## src/rtl/dds_sweep_pkg.sv

```systemverilog
// Shared types, register map and reset defaults for the DDS frequency-sweep scheduler.
package dds_sweep_pkg;

  localparam int unsigned DDS_FCW_W  = 24;
  localparam int unsigned DDS_CNT_W  = 16;
  localparam int unsigned DDS_SETTLE = 8;

  typedef enum logic [2:0] {
    ST_IDLE   = 3'd0,
    ST_SETTLE = 3'd1,
    ST_CAPREQ = 3'd2,
    ST_DWELL  = 3'd3,
    ST_DONE   = 3'd4
  } state_e;

  localparam logic [2:0] ADDR_BASE0 = 3'd0;
  localparam logic [2:0] ADDR_BASE1 = 3'd1;
  localparam logic [2:0] ADDR_BASE2 = 3'd2;
  localparam logic [2:0] ADDR_STEP0 = 3'd3;
  localparam logic [2:0] ADDR_STEP1 = 3'd4;
  localparam logic [2:0] ADDR_STEP2 = 3'd5;
  localparam logic [2:0] ADDR_NSTEP = 3'd6;
  localparam logic [2:0] ADDR_DWELL = 3'd7;

  localparam int unsigned RST_BASE  = 0;
  localparam int unsigned RST_STEP  = 0;
  localparam int unsigned RST_NSTEP = 1;
  localparam int unsigned RST_DWELL = 1;

endpackage

```

## src/rtl/dds_fcw_stepper.sv

```systemverilog
// One DDS channel: BASE/STEP config registers and the FCW accumulator they drive.
module dds_fcw_stepper
  import dds_sweep_pkg::*;
#(
  parameter int unsigned W = DDS_FCW_W
) (
  input  logic         clk,
  input  logic         rst,
  input  logic         base_we,
  input  logic         step_we,
  input  logic [W-1:0] wdata,
  input  logic         load,
  input  logic         adv,
  output logic [W-1:0] fcw
);

  logic [W-1:0] base_q;
  logic [W-1:0] step_q;
  logic [W-1:0] step_run;

  // STEP is snapshotted at load so a write in the start cycle only affects the next sweep.
  always_ff @(posedge clk) begin
    if (rst) begin
      base_q   <= W'(RST_BASE);
      step_q   <= W'(RST_STEP);
      step_run <= W'(RST_STEP);
      fcw      <= '0;
    end else begin
      if (base_we) base_q <= wdata;
      if (step_we) step_q <= wdata;
      if (load) begin
        fcw      <= base_q;
        step_run <= step_q;
      end else if (adv) begin
        fcw <= fcw + step_run;
      end
    end
  end

endmodule

```

## src/rtl/dds_sweep_sched.sv

```systemverilog
// Sweep scheduler: loads/steps three DDS FCWs, waits out pipeline latency,
// then requests an FFT capture per step over a valid/ready handshake.
module dds_sweep_sched
  import dds_sweep_pkg::*;
#(
  parameter int unsigned FCW_W  = DDS_FCW_W,
  parameter int unsigned CNT_W  = DDS_CNT_W,
  parameter int unsigned SETTLE = DDS_SETTLE
) (
  input  logic             clk,
  input  logic             rst,
  input  logic             cfg_we,
  input  logic [2:0]       cfg_addr,
  input  logic [FCW_W-1:0] cfg_wdata,
  input  logic             start,
  input  logic             abort,
  input  logic             cap_ready,
  output logic [FCW_W-1:0] fcw0,
  output logic [FCW_W-1:0] fcw1,
  output logic [FCW_W-1:0] fcw2,
  output logic             fcw_upd,
  output logic             cap_valid,
  output logic [CNT_W-1:0] cap_idx,
  output logic             busy,
  output logic             done
);

  state_e           state;
  logic [CNT_W-1:0] cnt;
  logic [CNT_W-1:0] nstep_cfg;
  logic [CNT_W-1:0] dwell_cfg;
  logic [CNT_W-1:0] nstep_run;
  logic [CNT_W-1:0] dwell_run;

  logic             cfg_ok_c;
  logic [2:0]       base_we_c;
  logic [2:0]       step_we_c;
  logic [CNT_W-1:0] nstep_eff_c;
  logic [CNT_W-1:0] dwell_eff_c;
  logic [CNT_W:0]   idx_inc_c;
  logic             more_c;
  logic             load_c;
  logic             dwell_last_c;
  logic             adv_c;

  assign cfg_ok_c     = cfg_we && !busy;
  assign nstep_eff_c  = (nstep_cfg == '0) ? CNT_W'(1) : nstep_cfg;
  assign dwell_eff_c  = (dwell_cfg == '0) ? CNT_W'(1) : dwell_cfg;
  assign idx_inc_c    = {1'b0, cap_idx} + {{CNT_W{1'b0}}, 1'b1};
  assign more_c       = idx_inc_c < {1'b0, nstep_run};
  assign load_c       = (state == ST_IDLE) && start && !abort;
  assign dwell_last_c = (state == ST_DWELL) && !abort && (cnt == dwell_run - CNT_W'(1));
  assign adv_c        = dwell_last_c && more_c;

  // Decode per-channel BASE/STEP write enables.
  always_comb begin
    base_we_c = '0;
    step_we_c = '0;
    if (cfg_ok_c) begin
      case (cfg_addr)
        ADDR_BASE0: base_we_c[0] = 1'b1;
        ADDR_BASE1: base_we_c[1] = 1'b1;
        ADDR_BASE2: base_we_c[2] = 1'b1;
        ADDR_STEP0: step_we_c[0] = 1'b1;
        ADDR_STEP1: step_we_c[1] = 1'b1;
        ADDR_STEP2: step_we_c[2] = 1'b1;
        default: ;
      endcase
    end
  end

  dds_fcw_stepper #(.W(FCW_W)) u_ch0 (
    .clk(clk), .rst(rst), .base_we(base_we_c[0]), .step_we(step_we_c[0]),
    .wdata(cfg_wdata), .load(load_c), .adv(adv_c), .fcw(fcw0)
  );

  dds_fcw_stepper #(.W(FCW_W)) u_ch1 (
    .clk(clk), .rst(rst), .base_we(base_we_c[1]), .step_we(step_we_c[1]),
    .wdata(cfg_wdata), .load(load_c), .adv(adv_c), .fcw(fcw1)
  );

  dds_fcw_stepper #(.W(FCW_W)) u_ch2 (
    .clk(clk), .rst(rst), .base_we(base_we_c[2]), .step_we(step_we_c[2]),
    .wdata(cfg_wdata), .load(load_c), .adv(adv_c), .fcw(fcw2)
  );

  // Sweep FSM with counters, handshake and registered status outputs.
  always_ff @(posedge clk) begin
    if (rst) begin
      state     <= ST_IDLE;
      cnt       <= '0;
      nstep_cfg <= CNT_W'(RST_NSTEP);
      dwell_cfg <= CNT_W'(RST_DWELL);
      nstep_run <= CNT_W'(RST_NSTEP);
      dwell_run <= CNT_W'(RST_DWELL);
      fcw_upd   <= 1'b0;
      cap_valid <= 1'b0;
      cap_idx   <= '0;
      busy      <= 1'b0;
      done      <= 1'b0;
    end else begin
      fcw_upd <= 1'b0;
      done    <= 1'b0;

      if (cfg_ok_c && (cfg_addr == ADDR_NSTEP)) nstep_cfg <= cfg_wdata[CNT_W-1:0];
      if (cfg_ok_c && (cfg_addr == ADDR_DWELL)) dwell_cfg <= cfg_wdata[CNT_W-1:0];

      if (abort && busy) begin
        // Abort beats any coincident handshake; FCWs simply hold.
        state     <= ST_IDLE;
        busy      <= 1'b0;
        cap_valid <= 1'b0;
      end else begin
        case (state)
          ST_IDLE: begin
            if (load_c) begin
              state     <= ST_SETTLE;
              busy      <= 1'b1;
              fcw_upd   <= 1'b1;
              cap_idx   <= '0;
              cnt       <= '0;
              nstep_run <= nstep_eff_c;
              dwell_run <= dwell_eff_c;
            end
          end
          ST_SETTLE: begin
            if (cnt == CNT_W'(SETTLE - 1)) begin
              state     <= ST_CAPREQ;
              cap_valid <= 1'b1;
            end else begin
              cnt <= cnt + CNT_W'(1);
            end
          end
          ST_CAPREQ: begin
            if (cap_ready) begin
              state     <= ST_DWELL;
              cap_valid <= 1'b0;
              cnt       <= '0;
            end
          end
          ST_DWELL: begin
            if (dwell_last_c) begin
              cnt <= '0;
              if (more_c) begin
                state   <= ST_SETTLE;
                fcw_upd <= 1'b1;
                cap_idx <= idx_inc_c[CNT_W-1:0];
              end else begin
                state <= ST_DONE;
                done  <= 1'b1;
                busy  <= 1'b0;
              end
            end else begin
              cnt <= cnt + CNT_W'(1);
            end
          end
          ST_DONE: begin
            state <= ST_IDLE;
          end
          default: begin
            state <= ST_IDLE;
            busy  <= 1'b0;
          end
        endcase
      end
    end
  end

endmodule

```

## config.mk

```make
export PLATFORM = sky130hd
export DESIGN_NAME = dds_sweep_sched
export DESIGN_NICKNAME = d
export VERILOG_FILES = /design/src/rtl/dds_sweep_pkg.sv /design/src/rtl/dds_fcw_stepper.sv /design/src/rtl/dds_sweep_sched.sv
export SDC_FILE = /design/constraint.sdc
export NUM_CORES = 1
export LEC_CHECK = 0
export ABC_AREA = 1
export ABC_CLOCK_PERIOD_IN_PS = 7400
export CAP_MARGIN = 20
export CORE_UTILIZATION = 46
export CTS_BUF_LIST = sky130_fd_sc_hd__clkbuf_4 sky130_fd_sc_hd__clkbuf_8
export DETAILED_ROUTE_END_ITERATION = 6
export GPL_TIMING_DRIVEN = 0
export MAX_ROUTING_LAYER = met4
export PLACE_DENSITY_LB_ADDON = 0.3
export SLEW_MARGIN = 30
export SYNTH_ARGS = -nofsm -noshare
export SYNTH_HDL_FRONTEND = slang
export SYNTH_SLANG_ARGS = --single-unit
export TNS_END_PERCENT = 20
```

## constraint.sdc

```tcl
create_clock -name clk -period 7.4 [get_ports clk]
set_input_delay 1.48 -clock clk [delete_from_list [all_inputs] [get_ports clk]]
set_output_delay 1.48 -clock clk [all_outputs]
set_load 0.01 [all_outputs]
```

=== Word level (Yosys, flattened, before mapping) ===
Cells that the tools add are included.

* Register bits after elaboration: 391
* Input bits: 33
* Output and inout bits: 92
* Word-level logic and storage cells: 124

* Add/subtract/negate cells: 6
* $lt $le $gt $ge: 1
* Equality and inequality tests: 20
* Muxes and demuxes: 42
* Bitwise logic cells: 4
* Reduce and logical (&&, ||, !) cells: 28

{| class="wikitable"
|+ Operator list
! operator !! count
|-
| $mux W24 || 6
|-
| $mux W16 || 8
|-
| $add A24 B24 Y24 || 3
|-
| $pmux W16 S4 || 1
|-
| $logic_not A16 Y1 || 2
|-
| $pmux W16 S2 || 1
|-
| $mux W3 || 7
|-
| $add A16 B1 Y17 const B || 1
|-
| $lt A17 B16 Y1 || 1
|-
| $add A16 B1 Y16 const B || 1
|-
| $eq A16 B16 Y1 || 1
|-
| $eq A16 B3 Y1 const B || 1
|-
| $sub A16 B1 Y16 const B || 1
|-
| $eq A3 B3 Y1 const B || 5
|-
| $mux W1 || 15
|-
| $ne A2 B2 Y1 const B || 7
|-
| $eq A3 B2 Y1 const B || 4
|-
| $pmux W3 S4 || 1
|-
| $reduce_and A5 Y1 || 2
|-
| $logic_and A1 B1 Y1 || 9
|-
| $reduce_and A4 Y1 || 2
|-
| $eq A3 B1 Y1 const B || 2
|-
| $logic_not A3 Y1 || 2
|-
| $reduce_and A3 Y1 || 2
|-
| other kinds (9) || 16
|}

=== Depth between registers and ports, before layout ===
* Depth in word-level cells: 6
* Mapped depth: 24
* Gate-level depth less buffers: 22

=== Cells and area by module ===
A second synthesis with hierarchy kept.

* Cells, all modules: 3129
* Area, all modules: 21112.7 µm²

{| class="wikitable"
|+ Modules (own cells, without submodules)
! module !! instances !! cells an instance !! area each (µm²) !! seq. area each (µm²)
|-
| dds_fcw_stepper at u_ch1 ... || 2 || 781 || 5188.7 || 1921.8
|-
| dds_sweep_sched || 1 || 792 || 5654.2 || 2062.0
|-
| dds_fcw_stepper at u_ch0 || 1 || 775 || 5081.1 || 1921.8
|}

=== Worst setup path before layout ===
No wires, ideal clock.

* Path kind: register -> register
* From: reg cap_idx[2]
* To: reg cap_idx[15]
* Data arrival time: 3.160 ns
* Data required time: 7.330 ns
* Path slack: 4.169 ns
* Cell stages (with the launch flop): 22
* Clock period less this slack: 3.231 ns
* Cell sequence: dfxtp_1 -> nand3_1 -> nor2_1 -> nand2_1 -> nor3_1 -> inv_1 -> nor3_1 -> nand4_1 -> nand2_1 -> inv_1 -> ha_1 -> nand2_1 -> nor2_1 -> nand4_1 -> inv_1 -> nand3_1 -> and2_1 -> buf_2 -> nand3_4 -> clkbuf_1 -> nand3_1 -> a21oi_1

* Word-level cells in the longest chain between the ends: 4
* Elaborated cells on any way between the ends: 7

{| class="wikitable"
|+ RTL lines
! what !! RTL line !! text
|-
| start: declaration || dds_sweep_sched.sv:23 || <nowiki>output logic [CNT_W-1:0] cap_idx,</nowiki>
|-
| start signal: assignment || dds_sweep_sched.sv:147 || <nowiki>cap_idx <= idx_inc_c[CNT_W-1:0];</nowiki>
|-
| $add A16 B1 Y17 * || dds_sweep_sched.sv:49 || <nowiki>assign idx_inc_c = {1'b0, cap_idx} + {{CNT_W{1'b0}}, 1'b1};</nowiki>
|-
| $lt A17 B16 Y1 / $mux W16 (equally long branches) || dds_sweep_sched.sv:50, dds_sweep_sched.sv:144 ||
|-
| $ne A2 B2 Y1 (no source line) / $mux W16 (equally long branches) || -- ||
|-
| $reduce_and A5 Y1 (no source line) / $pmux W16 S2 (equally long branches) || -- ||
|}

Every way passes the cells marked *; elsewhere a longest branch is shown, timed or not. The select of a mux whose other input is x is not followed.
A chain may end at the register's enable or synchronous reset.

=== Final worst setup path ===
* From: reg cap_idx[2]
* To: reg u_ch0.fcw[1]

* Word-level cells in the longest chain between the ends: 4

{| class="wikitable"
|+ RTL lines
! what !! RTL line !! text
|-
| $add A16 B1 Y17 || dds_sweep_sched.sv:49 ||
|-
| $lt A17 B16 Y1 || dds_sweep_sched.sv:50 || <nowiki>assign more_c = idx_inc_c < {1'b0, nstep_run};</nowiki>
|-
| $logic_and A1 B1 Y1 || dds_sweep_sched.sv:53 || <nowiki>assign adv_c = dwell_last_c && more_c;</nowiki>
|-
| $reduce_bool A2 Y1 (no source line) || -- ||
|-
| end signal: assignment || dds_fcw_stepper.sv:32 || <nowiki>fcw <= base_q;</nowiki>
|-
| end signal: assignment || dds_fcw_stepper.sv:35 || <nowiki>fcw <= fcw + step_run;</nowiki>
|-
| end: declaration || dds_fcw_stepper.sv:14 || <nowiki>output logic [W-1:0] fcw</nowiki>
|}

Every way passes these cells.

==> results.ini <==
[critical_path]
rr_worst_depth = 23
end_kind = flop
cp_data_required_time_ps = 7920
crit_fanout = 10
startpoint = cap_idx[2]
r2r_end = u_ch0.fcw[1]
critical_path_class = flop to flop
r2r_slack_ps = 2840
timing.rr.start = cap_idx[2]
cp-start-kind = flop
cp_data_arrival_time_ps = 5080
endpoint = u_ch0.fcw[1]

[synthesis]
synth-main-ff-cell = dfxtp_1
synth_top_area_cell = dfxtp_1
ys_seq_area_frac = 0.384
synth_warnings = 0
synth.most_common_cell = nor2_1
synth_top_area_frac = 0.384
syn-instance-count = 3018
ys_types = 45
ys_ff_latch = 391
ys_async_sr_fraction = 0
syn-cell-area_um2 = 20400
synth_xor_area_frac = 0.0277
synthMuxAreaShare = 0
yosys.area_share.simple = 0.288
synthAdderAreaFrac = 0.0563
syn_nets = 3141
synth_compound_area_frac = 0.170
syn_avg_cell_area_um2 = 6.76
synth_top_family_by_area = simple AND/OR/NAND/NOR gates
synth_commonest_cells = nor2_1 (588), nand2_1 (502), dfxtp_1 (391)
synth_edf_count = 0
synth_area_leaders = dfxtp_1 (38%), nor2_1 (11%), o21ai_0 (9.4%), nand2_1 (9.2%), a21oi_1 (6.2%)

[flow_run]
maxCapViolations = 0

[clock_network]
cts_tree = built
clock_latency_ps = 650
htreeDepth = 3
cts_sinks = 391
postCtsSetupBuffers = 0
clock-root-buffer = clkbuf_8
cts_inserted_buffers = 70
cts.path.max_buffers = 3
clk_pin_slew_ps = 60
ctsResizeCount = 0
hold_buffers = 0

[finish]
syn_to_final_growth_pct = 16.4
nets = 3322
drive_gt1_frac = 0.0554
fill_cells = 4327
post-route-util = 0.547

[sta]
hold_slack_ps = 448
final.period_utilization = 0.617
tns_ps = 0
fin_worst_skew_ps = 31.7
rsz0062_at_grt = false
finalHoldViolCount = 0
setup_violations = 0
finalWorstSetupSlack_ps = 2840
slew_headroom = 0.321
fmax_ghz = 0.219
tightest_slew_ps = 1020
slew_viol_final = 0
period_needed_ps = 4560

[pwr]
swShare = 0.336
p_comb_frac = 0.226
ir_worst_vdd_mv = 0.136
p_leak_uw = 0.0100
power_frac_clock = 0.370
p_int_uw = 3970
powerDensity_nw_per_um2 = 252
p_switching_uw = 2010
p_seq_frac = 0.404

[drt]
vias = 21394
wl_per_cell_um = 19.1
viasPerCell = 5.57
drtIter0Drc = 2144
detail-route-antenna-nets = 0
firstDrtPassIters = 6
drc = 0
routed_wl_mm = 73.3

[floorplanning]
die_height_um = 213
die_area_um2 = 45200
dieWidth_um = 213
core-area_um2 = 43500
io_pins = 125
row_count = 76
initial_core_util = 0.470

[hold_path]
hp-class = flop to flop

[outcome]
run_status = finished, final reports clean

[placed_design]
dp_slack_ps = 3000
dp_hpwl_mm = 54.3
port-buffer-count = 108
place.gp.congestion = 0.970

[global_route]
track_usage = 0.331
antenna_found_initial = 2
grt_pass1_vias = 19774
grt-ovfl-total = 0
grt_pass1_wl_mm = 111
grt_max_degree = 11

## cells by family (layout without fill, tap and decap cells)
| logic type | count (synthesis) | in the layout |
|---|---|---|
| flip-flops | 391 | 391 |
| adder cells (fa/ha/maj) | 90 | 90 |
| buffers and inverters | 393 | 627 |
| XOR/XNOR | 63 | 63 |
| AO/OA/AOI/OAI | 674 | 674 |
| AND/OR/NAND/NOR | 1407 | 1407 |
| other | 0 | 3 |
## layout by cell type (no fill, tap or decap), drive strengths merged, types with 21 or more instances in the layout
cell           synthesis  routed
ha                    87      87
xnor2                 24      24
inv                  230     230
clkbuf               116     224
dfxtp                391     391
xor2                  38      38
nand3                202     202
clkdlybuf4s50          0     108
buf                   44      45
nor2                 595     595
a21oi                254     254
nand3b                21      21
o21ai                384     384
nand2                506     506
nand4                 37      37
## per-stage QoR
step	power [uW]	cell area (um2)	cells
after floorplan	3270	20400	3018
after global placement	3740	22200	3711
after detailed placement	3770	22200	3711
after CTS	5960	23700	3836
after global routing	6230	23800	3839
final	5980	23800	3840
## worst min-delay path by stage
stage | from | end | cells after the start
after floorplan | u_ch0.base_q[0] | u_ch0.base_q[0] | 2
after global placement | u_ch2.base_q[23] | u_ch2.base_q[23] | 2
after detailed placement | u_ch2.base_q[23] | u_ch2.base_q[23] | 2
after CTS | u_ch2.base_q[23] | u_ch2.base_q[23] | 2
after global routing | u_ch2.base_q[23] | u_ch2.base_q[23] | 2
final | u_ch2.base_q[23] | u_ch2.base_q[23] | 2
## layer usage
layer / vias to the layer above / track usage / share of wire
li1: 10272 / - / -
met1: 9922 / 0.427 / 0.43
met2: 1011 / 0.510 / 0.44
met3: 189 / 0.0591 / 0.088
met4: 0 / 0.140 / 0.042
met5: - / - / 0
## area by class of cell
class,instances,area (um2),share of cell area
sequential,391,7830,0.329
timing repair buffer,109,1090,0.0460
inverter,233,875,0.0368
multi-input combinational,2234,11100,0.465
clock buffer,108,1350,0.0568
buffer,160,653,0.0275
clock inverter,17,170,0.00716
tap,585,732,0.0308
antenna,3,7.51,0.000316
## flip-flops by register name, indices dropped and copies added, names as in the netlist, 24 cells and up
register        cells
u_ch0.base_q       24
u_ch0.fcw          24
u_ch0.step_q       24
u_ch0.step_run     24
u_ch1.base_q       24
u_ch1.fcw          24
u_ch1.step_q       24
u_ch1.step_run     24
u_ch2.base_q       24
u_ch2.fcw          24
u_ch2.step_q       24
u_ch2.step_run     24
## critical path, stage by stage (launching register included)
cell and delay [ps]:
dfxtp_1 440, nand3_1 150, nor2_1 120, nand2_1 120, nor3_1 400, inv_1 100, nor3_1 320, nand4_1 140
nand2_1 120, inv_1 50, ha_1 270, nand2_1 70, o21ai_0 100, nand4_1 90, nand2_1 70, nor2_1 150
and2_1 140, buf_2 280, nand3_4 300, nand2_4 300, buf_6 220, inv_1 270, nor2_1 180, nor2_1 60
## power groups by stage
stage          Sequential, uW  Combinational, uW  Clock [uW]
2_1_floorplan            2420                848           0
3_3_place_gp             2450               1290           0
3_5_place_dp             2460               1310           0
4_1_cts                  2410               1320        2230
5_1_grt                  2430               1470        2330
6_report                 2420               1350        2210
Note: power is estimated with default switching activity, not from simulation.
